`config.mk`:
```
export PLATFORM = sky130hd
export DESIGN_NAME = ifm_window_loader_flat
export DESIGN_NICKNAME = d
export VERILOG_FILES = /design/src/rtl/ifm_window_loader_if.sv /design/src/rtl/ifm_window_loader.sv /design/src/flat_wrapper.sv
export SDC_FILE = /design/constraint.sdc
export NUM_CORES = 1
export LEC_CHECK = 0
export BUFFER_PORTS_ARGS = -buffer_cell sky130_fd_sc_hd__buf_4
export CORE_MARGIN = 2
export CORE_UTILIZATION = 40
export CTS_CLUSTER_DIAMETER = 40
export DETAILED_ROUTE_END_ITERATION = 16
export HOLD_SLACK_MARGIN = 0.1
export PLACE_DENSITY_LB_ADDON = 0.05
export SLEW_MARGIN = 40
export SYNTH_ARGS = -nofsm -noshare
export SYNTH_HDL_FRONTEND = slang
export SYNTH_SLANG_ARGS = --single-unit
```
`constraint.sdc`:
```
create_clock -name clk -period 5.33 [get_ports clk]
set_input_delay 0.533 -clock clk [delete_from_list [all_inputs] [get_ports clk]]
set_output_delay 0.533 -clock clk [all_outputs]
set_load 0.03 [all_outputs]
```
`src/rtl/ifm_window_loader_if.sv`:
```
`default_nettype none
// ============================================================================
// ifm_window_loader_if : pixel stream in, sliding window out
// Revision: 1.0
// ============================================================================
interface ifm_window_loader_if #(
  parameter int TAPS  = 32,
  parameter int PIX_W = 4
);
  logic                    s_valid;
  logic                    s_ready;
  logic [PIX_W-1:0]        s_data;
  logic                    s_last;
  logic                    win_valid;
  logic [TAPS*PIX_W-1:0]   win_data;
  logic                    win_first;
  logic                    win_last;
  logic                    frame_done;

  modport master (
    output s_valid, s_data, s_last,
    input  s_ready, win_valid, win_data, win_first, win_last, frame_done
  );

  modport slave (
    input  s_valid, s_data, s_last,
    output s_ready, win_valid, win_data, win_first, win_last, frame_done
  );
endinterface
`default_nettype wire

```
`src/rtl/ifm_window_loader.sv`:
```
`default_nettype none
// ============================================================================
// ifm_window_loader : builds TAPS-pixel sliding windows from a pixel stream
// Revision: 1.0
// ============================================================================
module ifm_window_loader #(
  parameter int TAPS   = 32,
  parameter int PIX_W  = 4,
  parameter int STRIDE = 1
) (
  input  wire logic clk,
  input  wire logic rst_n,
  ifm_window_loader_if.slave bus
);
  localparam int              c_CNT_W  = $clog2(TAPS + 1);
  localparam int              c_WIN_W  = TAPS * PIX_W;
  localparam logic [c_CNT_W-1:0] c_TAPS   = c_CNT_W'(TAPS);
  localparam logic [c_CNT_W-1:0] c_STRIDE = c_CNT_W'(STRIDE);
  localparam logic [c_CNT_W-1:0] c_ONE    = c_CNT_W'(1);

  typedef enum logic [1:0] {
    S_IDLE  = 2'd0,
    S_FILL  = 2'd1,
    S_SLIDE = 2'd2,
    S_PAD   = 2'd3
  } state_t;

  state_t               r_state;
  logic [c_CNT_W-1:0]   r_fill_cnt;
  logic [c_CNT_W-1:0]   r_stride_cnt;
  logic [c_WIN_W-1:0]   r_store;
  logic [c_WIN_W-1:0]   r_win_data;
  logic                 r_win_valid;
  logic                 r_win_first;
  logic                 r_win_last;
  logic                 r_frame_done;
  logic                 r_s_ready;

  logic                 w_accept;
  logic [PIX_W-1:0]     w_pix;
  logic [c_WIN_W-1:0]   w_shifted;
  logic [c_CNT_W-1:0]   w_fill_inc;
  logic [c_CNT_W-1:0]   w_stride_inc;

  assign w_accept     = bus.s_valid & r_s_ready;
  assign w_pix        = (r_state == S_PAD) ? '0 : bus.s_data;
  assign w_fill_inc   = r_fill_cnt + c_ONE;
  assign w_stride_inc = r_stride_cnt + c_ONE;

  // Newest pixel enters at the top element; element 0 is always the oldest.
  generate
    if (TAPS == 1) begin : g_single_tap
      assign w_shifted = w_pix;
    end else begin : g_multi_tap
      assign w_shifted = {w_pix, r_store[c_WIN_W-1:PIX_W]};
    end
  endgenerate

  always_ff @(posedge clk or negedge rst_n) begin
    if (!rst_n) begin
      r_state      <= S_IDLE;
      r_fill_cnt   <= '0;
      r_stride_cnt <= '0;
      r_store      <= '0;
      r_win_data   <= '0;
      r_win_valid  <= 1'b0;
      r_win_first  <= 1'b0;
      r_win_last   <= 1'b0;
      r_frame_done <= 1'b0;
      r_s_ready    <= 1'b1;
    end else begin
      r_win_valid  <= 1'b0;
      r_win_first  <= 1'b0;
      r_win_last   <= 1'b0;
      r_frame_done <= 1'b0;
      case (r_state)
        S_IDLE, S_FILL: begin
          if (w_accept) begin
            r_store <= w_shifted;
            if (w_fill_inc == c_TAPS) begin
              r_win_valid  <= 1'b1;
              r_win_first  <= 1'b1;
              r_win_last   <= bus.s_last;
              r_win_data   <= w_shifted;
              r_stride_cnt <= '0;
              if (bus.s_last) begin
                r_frame_done <= 1'b1;
                r_fill_cnt   <= '0;
                r_state      <= S_IDLE;
              end else begin
                r_fill_cnt   <= w_fill_inc;
                r_state      <= S_SLIDE;
              end
            end else if (bus.s_last) begin
              r_fill_cnt <= w_fill_inc;
              r_s_ready  <= 1'b0;
              r_state    <= S_PAD;
            end else begin
              r_fill_cnt <= w_fill_inc;
              r_state    <= S_FILL;
            end
          end
        end
        S_SLIDE: begin
          if (w_accept) begin
            r_store <= w_shifted;
            if (w_stride_inc == c_STRIDE) begin
              r_win_valid  <= 1'b1;
              r_win_last   <= bus.s_last;
              r_win_data   <= w_shifted;
              r_stride_cnt <= '0;
            end else begin
              r_stride_cnt <= w_stride_inc;
            end
            // An incomplete trailing stride is dropped, never padded.
            if (bus.s_last) begin
              r_frame_done <= 1'b1;
              r_fill_cnt   <= '0;
              r_stride_cnt <= '0;
              r_state      <= S_IDLE;
            end
          end
        end
        S_PAD: begin
          r_store    <= w_shifted;
          r_fill_cnt <= w_fill_inc;
          if (w_fill_inc == c_TAPS) begin
            r_win_valid  <= 1'b1;
            r_win_first  <= 1'b1;
            r_win_last   <= 1'b1;
            r_win_data   <= w_shifted;
            r_frame_done <= 1'b1;
            r_fill_cnt   <= '0;
            r_stride_cnt <= '0;
            r_s_ready    <= 1'b1;
            r_state      <= S_IDLE;
          end
        end
        default: r_state <= S_IDLE;
      endcase
    end
  end

  assign bus.s_ready    = r_s_ready;
  assign bus.win_valid  = r_win_valid;
  assign bus.win_data   = r_win_data;
  assign bus.win_first  = r_win_first;
  assign bus.win_last   = r_win_last;
  assign bus.frame_done = r_frame_done;
endmodule
`default_nettype wire

```
`src/flat_wrapper.sv`:
```
// flat-port wrapper written by rule: the top's interface ports become plain ports
module ifm_window_loader_flat 
#(
  parameter int TAPS   = 32,
  parameter int PIX_W  = 4,
  parameter int STRIDE = 1
)
  (clk, rst_n, bus_s_valid, bus_s_data, bus_s_last, bus_s_ready, bus_win_valid, bus_win_data, bus_win_first, bus_win_last, bus_frame_done);
  ifm_window_loader_if #(.TAPS(TAPS), .PIX_W(PIX_W)) bus_i ();
  input  wire logic clk;
  input  wire logic rst_n;
  input wire logic [$bits(bus_i.s_valid)-1:0] bus_s_valid;
  input wire logic [$bits(bus_i.s_data)-1:0] bus_s_data;
  input wire logic [$bits(bus_i.s_last)-1:0] bus_s_last;
  output wire logic [$bits(bus_i.s_ready)-1:0] bus_s_ready;
  output wire logic [$bits(bus_i.win_valid)-1:0] bus_win_valid;
  output wire logic [$bits(bus_i.win_data)-1:0] bus_win_data;
  output wire logic [$bits(bus_i.win_first)-1:0] bus_win_first;
  output wire logic [$bits(bus_i.win_last)-1:0] bus_win_last;
  output wire logic [$bits(bus_i.frame_done)-1:0] bus_frame_done;
  assign bus_i.s_valid = bus_s_valid;
  assign bus_i.s_data = bus_s_data;
  assign bus_i.s_last = bus_s_last;
  assign bus_s_ready = bus_i.s_ready;
  assign bus_win_valid = bus_i.win_valid;
  assign bus_win_data = bus_i.win_data;
  assign bus_win_first = bus_i.win_first;
  assign bus_win_last = bus_i.win_last;
  assign bus_frame_done = bus_i.frame_done;
  ifm_window_loader #(.TAPS(TAPS), .PIX_W(PIX_W), .STRIDE(STRIDE)) u_core (.clk(clk), .rst_n(rst_n), .bus(bus_i));
endmodule
```
# [Yosys cells after proc, flatten, opt, wreduce, memory -nomap -nowiden]
# Cells that the tools add are included.
# W data, S select, Z words.
[word_totals] wordCells=85 regBits=275
[classes] mux=50 n_reduce_logical=9 n_bitwise=1 n_eq_ne=13 add_sub_neg=2
[ops] operator="$mux W128" count=5
[ops] operator="$pmux W128 S3" count=1
[ops] operator="$pmux W128 S2" count=1
[ops] operator="$mux W6" count=11
[ops] operator="$pmux W6 S3" count=2
[ops] operator="$mux W1" count=16
[ops] operator="$mux W2" count=7
[ops] operator="$add A6 B1 Y6 const B" count=2
[ops] operator="$pmux W1 S3" count=3
[ops] operator="$ne A2 B1 Y1 const B" count=4
[ops] operator="$ne A2 B2 Y1 const B" count=4
[ops] operator="$eq A6 B1 Y1 const B" count=1
[ops] operator="$eq A6 B6 Y1 const B" count=1
[ops] operator="$pmux W2 S3" count=1
[ops] operator="$reduce_and A3 Y1" count=2
[ops] operator="$reduce_and A5 Y1" count=1
[ops] operator="$eq A2 B2 Y1 const B" count=2
[ops] operator="$mux W4" count=1
[ops] operator="$pmux W1 S2" count=2
[ops] operator="$reduce_and A4 Y1" count=1
[ops] operator="$reduce_or A3 Y1" count=1
[ops] operator="$eq A2 B1 Y1 const B" count=1
[ops] operator="$logic_not A2 Y1" count=1
[ops] operator="$reduce_and A2 Y1" count=1
[ops] operator="other kinds (3)" count=3

# [Logic depth before layout (Yosys ltp)]
[logic_depth] ltp_word=6 ltp_mapped=8 depth_no_buf=8

# [Worst setup path before layout]
# OpenSTA, ideal clock, no wires.
[synth_timing] kind="register -> register" startpoint="reg u_core.r_fill_cnt[0]" endpoint="reg u_core.r_win_data[100] (netlist: u_core.bus.win_data[100])" path_buffers=2 required_time_ns=5.205 arrival_ns=2.014 stages_incl_launch_ff=9 synth_period_minus_slack_ns=2.139 path_slack_ns=3.191 path_cell_list="dfrtp_1 ha_1 nor3_1 a31o_2 o2111ai_4 o32a_4 buf_8 buf_8 mux2_4"
[synth_between] elab_chain_len=5
[synth_rtl] element="start, declared" line="ifm_window_loader.sv:29" text="logic [c_CNT_W-1:0] r_fill_cnt;"
[synth_rtl] element="start signal, assigned" line="ifm_window_loader.sv:91" text="r_fill_cnt <= w_fill_inc;"
[synth_rtl] element="start signal, assigned" line="ifm_window_loader.sv:95" text="r_fill_cnt <= w_fill_inc;"
[synth_rtl] element="start signal, assigned" line="ifm_window_loader.sv:99" text="r_fill_cnt <= w_fill_inc;"
[synth_rtl] element="$add A6 B1 Y6 *" line="ifm_window_loader.sv:47" text="assign w_fill_inc = r_fill_cnt + c_ONE;"
[synth_rtl] element="$eq A6 B6 Y1 *" line="ifm_window_loader.sv:80, ifm_window_loader.sv:127"
[synth_rtl] element="$mux W128 *"
[synth_rtl] element="$mux W128"
[synth_rtl] element="$pmux W128 S3 *"
[synth_rtl] element="end signal, assigned" line="ifm_window_loader.sv:84" text="r_win_data <= w_shifted;"
[synth_rtl] element="end signal, assigned" line="ifm_window_loader.sv:110" text="r_win_data <= w_shifted;"
[synth_rtl] element="end signal, assigned" line="ifm_window_loader.sv:131" text="r_win_data <= w_shifted;"
[synth_rtl] element="end, declared" line="ifm_window_loader.sv:32" text="logic [c_WIN_W-1:0] r_win_data;"
# Mark *: on every way between the ends. The rest lies on a longest branch, timed or not. The select of a mux whose other input is x is not followed.
# A chain may end at the register's enable or synchronous reset.

# [Worst setup path after layout]
[layout_timing] startpoint="reg u_core.r_state[1]" endpoint="reg u_core.r_win_data[44] (netlist: u_core.bus.win_data[44])"
[layout_between] elab_chain_len=4 elab_cells_between_ends=10 classes_between="eq/ne (6); mux (1); reduce/logical (3)"
[layout_rtl] element="start, declared" line="ifm_window_loader.sv:28" text="state_t r_state;"
[layout_rtl] element="start signal, assigned" line="ifm_window_loader.sv:61" text="r_state <= S_IDLE;"
[layout_rtl] element="start signal, assigned" line="ifm_window_loader.sv:89" text="r_state <= S_IDLE;"
[layout_rtl] element="start signal, assigned" line="ifm_window_loader.sv:92" text="r_state <= S_SLIDE;"
[layout_rtl] element="$eq A2 B1 Y1 or $logic_not A2 Y1 (tied branches)" line="ifm_window_loader.sv:76" text="case (r_state)"
[layout_rtl] element="$reduce_or A2 Y1" line="ifm_window_loader.sv:76"
[layout_rtl] element="$ne A2 B1 Y1 (no line)"
[layout_rtl] element="$reduce_and A3 Y1 (no line)"
# Parallel ways exist; a longest one is shown, timed or not.

==> metrics.txt <==
# TYPE chip_impl_metric gauge
chip_impl_info{name="outcome",value="completed"} 1
chip_impl_metric{name="first_pass_grt_wire_length",unit="µm"} 37850
chip_impl_metric{name="die_width",unit="µm"} 170.3
chip_impl_metric{name="filler_cell_count",unit=""} 2474
chip_impl_metric{name="core_area",unit="mm²"} 0.02703
chip_impl_metric{name="wl_per_cell",unit="µm"} 15.57
chip_impl_metric{name="share_clk_of_total_power",unit="%"} 56.0
chip_impl_info{name="synth_top_cell_by_area",value="dfrtp_1"} 1
chip_impl_metric{name="fmaxAchievable",unit="GHz"} 0.3431
chip_impl_metric{name="p_int",unit="W"} 0.003861
chip_impl_metric{name="static-leakage-power",unit="nW"} 7.754
chip_impl_metric{name="final_hold_viol_count",unit=""} 0
chip_impl_metric{name="xor_xnor_cell_area_share_of_the_yosys_netlist",unit="%"} 0.3961
chip_impl_info{name="end_kind",value="register"} 1
chip_impl_metric{name="ctsResizeCount",unit=""} 0
chip_impl_info{name="start_kind",value="register"} 1
chip_impl_metric{name="grt_antenna_before_repair",unit=""} 0
chip_impl_metric{name="number_of_global_route_vias_before_repair",unit=""} 6969
chip_impl_metric{name="max-cap-violations",unit=""} 0
chip_impl_metric{name="part_of_the_total_power_dissipated_in_combinational_logic",unit="%"} 1.1
chip_impl_metric{name="sum_of_routed_wire_length_over_all_layers",unit="µm"} 22450
chip_impl_metric{name="pin_count_of_the_biggest_net_entering_global_routing",unit=""} 118
chip_impl_metric{name="total_power",unit="W"} 0.004815
chip_impl_metric{name="layout_cell_share_with_drive_strength_beyond_1",unit="%"} 31.52
chip_impl_metric{name="avg_synthesized_cell_area",unit="µm²"} 11.90
chip_impl_metric{name="antennaDiodeCount",unit=""} 0
chip_impl_metric{name="maxSlewViolCount",unit=""} 0
chip_impl_metric{name="worst-slew-pin-transition",unit="ns"} 0.7695
chip_impl_metric{name="finalNetCount",unit=""} 1090
chip_impl_metric{name="timing.critical_path.fanout_max",unit=""} 29
chip_impl_metric{name="synth_compound_area_share",unit="%"} 2.614
chip_impl_metric{name="synth_simple_gate_area_share",unit="%"} 15.00
chip_impl_metric{name="area_delta_synth_final",unit="%"} 24.71
chip_impl_metric{name="power.share.switching",unit="%"} 19.82
chip_impl_metric{name="synthesis.instances",unit=""} 929
chip_impl_info{name="cts_tree",value="built"} 1
chip_impl_metric{name="setup_violations",unit=""} 0
chip_impl_metric{name="timing.slew.headroom",unit="%"} 48.70
chip_impl_info{name="timing_worst_setup_path_type",value="reg2reg"} 1
chip_impl_metric{name="grt_use_total",unit="%"} 16.19
chip_impl_metric{name="chipHeight",unit="µm"} 170.3
chip_impl_metric{name="pin_count",unit=""} 141
chip_impl_metric{name="design.die.area",unit="mm²"} 0.02899
chip_impl_metric{name="final_min_period_over_clock_period",unit="%"} 54.68
chip_impl_metric{name="hold_buffers",unit=""} 1
chip_impl_metric{name="worst_setup_hold_path_clk_slew",unit="ns"} 0.05
chip_impl_metric{name="overflow",unit=""} 0
chip_impl_metric{name="yosys.area.top_type_share",unit="%"} 61.11
chip_impl_metric{name="synth_seq_area_share",unit="%"} 61.35
chip_impl_metric{name="yosysWarningCount",unit=""} 0
chip_impl_metric{name="worst-endpoint-required",unit="ns"} 5.72
chip_impl_metric{name="starting_density_of_the_core",unit="%"} 40.91
chip_impl_metric{name="dr_total_vias",unit=""} 6814
chip_impl_metric{name="site_rows",unit=""} 60
chip_impl_metric{name="flip_flop_and_latch_count_after_synthesis",unit=""} 271
chip_impl_metric{name="route.antenna.remaining_nets",unit=""} 0
chip_impl_metric{name="synth_mux_area_share",unit="%"} 16.92
chip_impl_metric{name="first_iter_violations",unit=""} 459
chip_impl_metric{name="vdd_ir_drop_max",unit="µV"} 242.1
chip_impl_metric{name="hold_slack",unit="ns"} 0.2800
chip_impl_metric{name="postCtsSetupBuffers",unit=""} 0
chip_impl_metric{name="cts.htree.levels",unit=""} 2
chip_impl_metric{name="sequentialPowerShare",unit="%"} 42.9
chip_impl_metric{name="maximum_clock_path_buffer_count",unit=""} 3
chip_impl_metric{name="net-switching-power",unit="W"} 0.0009541
chip_impl_metric{name="fin_util",unit="%"} 51.01
chip_impl_metric{name="numCtsBuffers",unit=""} 42
chip_impl_metric{name="final_weighted_congestion_in_routability_driven_placement",unit=""} 0.7565
chip_impl_metric{name="detail_route.first_pass.iterations",unit=""} 4
chip_impl_metric{name="synth.cell_area",unit="mm²"} 0.01106
chip_impl_metric{name="clock_skew",unit="ns"} 0.01256
chip_impl_info{name="rsz0062_at_grt",value="false"} 1
chip_impl_info{name="combinational_family_with_the_most_area_after_synthesis",value="multiplexers"} 1
chip_impl_metric{name="clkLatencyLatePin",unit="ns"} 0.51
chip_impl_info{name="synth.area.top_cells",value="dfrtp_1 61%, mux2_4 14%, nand2_1 13%"} 1
chip_impl_info{name="cts_root_buf",value="clkbuf_16"} 1
chip_impl_metric{name="powerDensity",unit="mW/mm²"} 349.2
chip_impl_metric{name="placement.io_buffers",unit=""} 140
chip_impl_metric{name="post_synth_num_cell_types",unit=""} 40
chip_impl_info{name="worst_min_delay_path_category",value="in2reg"} 1
chip_impl_metric{name="detailed_place_hpwl",unit="µm"} 13490
chip_impl_metric{name="avgViaCountPerCell",unit=""} 4.725
chip_impl_metric{name="mappedNetlistNets",unit=""} 942
chip_impl_metric{name="layout_min_cycle_time",unit="ns"} 2.914
chip_impl_metric{name="drcViolationCount",unit=""} 0
chip_impl_metric{name="crit_arrival",unit="ns"} 3.30
chip_impl_metric{name="clock_sinks",unit=""} 271
chip_impl_metric{name="setup-tns-final",unit="ns"} 0
chip_impl_metric{name="synth_adder_area_share",unit="%"} 0.5659
metal layers:
layer / track usage, % / routed length (µm) / vias up
li1: - / - / 3309
met1: 22.60 / 10560 / 3352
met2: 25.15 / 10460 / 127
met3: 3.907 / 1112 / 26
met4: 4.757 / 325 / 0
met5: 0 / 0 / -
kinds of logic after synthesis:
group / after synthesis
AO/OA/AOI/OAI: 36
XOR/XNOR: 5
adder cells (fa/ha/maj): 5
buffers and inverters: 55
flip-flops: 271
multiplexers: 132
AND/OR/NAND/NOR: 425
stage by stage:
stage / area (µm²) / cells / setup slack (ns)
4_1_cts: 13790 / 1442 / 2.354
3_3_place_gp: 12320 / 1371 / 2.222
5_1_grt: 13790 / 1442 / 2.207
3_5_place_dp: 12370 / 1373 / 2.366
2_1_floorplan: 11060 / 929 / 3.191
6_report: 13790 / 1442 / 2.416
state kept, by name (all words and copies together) (netlist names):
signal,flops
u_core.r_store,124
u_core.bus.win_data,128
u_core.r_fill_cnt,6
u_core.bus.win_first,1
u_core.r_stride_cnt,6
u_core.bus.s_ready,1
u_core.r_state,2
u_core.bus.win_last,1
u_core.bus.frame_done,1
u_core.bus.win_valid,1
final timing paths:
kind	startpoint	end	slack [ns]	depth (start not counted)
worst min register to register	u_core.r_store[4]	u_core.r_store[4]	0.46	2
min in group asynchronous	rst_n	u_core.bus.win_data[1]	0.55	2
max in group asynchronous	rst_n	u_core.r_store[15]	3.78	3
worst max register to register	u_core.r_state[1]	u_core.bus.win_data[44]	2.42	6
worst min-delay path	bus_s_data[1]	u_core.r_store[125]	0.28	3
worst max-delay path	u_core.r_state[1]	u_core.bus.win_data[44]	2.42	6
power groups by stage:
stage / clock network [W] / registers, W / logic, W
6_report: 0.00269 / 0.00206 / 0.0000552
5_1_grt: 0.00287 / 0.00206 / 0.0000662
4_1_cts: 0.00278 / 0.00206 / 0.0000598
3_5_place_dp: 0 / 0.00210 / 0.0000593
3_3_place_gp: 0 / 0.00210 / 0.0000571
2_1_floorplan: 0 / 0.00210 / 0.00000578
cells in the mapped netlist (all sizes together):
cell / n
a2111oi: 1
a21o: 6
a21oi: 6
a221o: 1
a22o: 3
a31o: 1
and2: 2
and3: 2
and3b: 1
buf: 18
clkbuf: 28
dfrtp: 270
dfstp: 1
ha: 5
inv: 9
mux2: 124
mux2i: 8
nand2: 387
nand2b: 5
nand3: 11
nand4: 1
nor2: 10
nor3: 3
nor3b: 2
o2111ai: 1
o211ai: 1
o21a: 1
o21ai: 7
o221ai: 1
o22a: 1
o31ai: 5
o32a: 1
or2: 1
xnor2: 2
xor2: 3
critical path, stage by stage (launching register included):
cell	delay, ns
dfrtp_1	0.52
and2_1	0.31
nor2_1	0.37
o32a_4	0.47
buf_12	0.29
buf_4	0.43
mux2_4	0.34
cell type report:
cell class	instances	area [µm²]	share of cell area, %
flip-flops and latches	271	6783	49.20
multi-input cells	603	3948	28.63
clock buffers	54	1220	8.848
repair buffers	150	1194	8.658
well taps	341	426.7	3.095
clock inverters	14	182.7	1.325
inverters	9	33.78	0.2450
placed cells by master, fill, tap and decap left out, types with 3 or more instances in the layout:
master / n
nand2_1: 386
dfrtp_1: 270
buf_4: 144
mux2_4: 105
clkbuf_16: 45
mux2_2: 19
nand3_1: 11
inv_1: 9
nor2_1: 9
mux2i_1: 8
o21ai_0: 7
a21o_1: 6
a21oi_1: 6
clkbuf_8: 6
nand2b_1: 5
o31ai_1: 5
ha_1: 5
clkinv_2: 5
clkinvlp_4: 5
bufinv_16: 4
xor2_1: 3
a22o_1: 3
clkbuf_1: 3
buf_12: 3
Power figures use the tool's default switching activity.
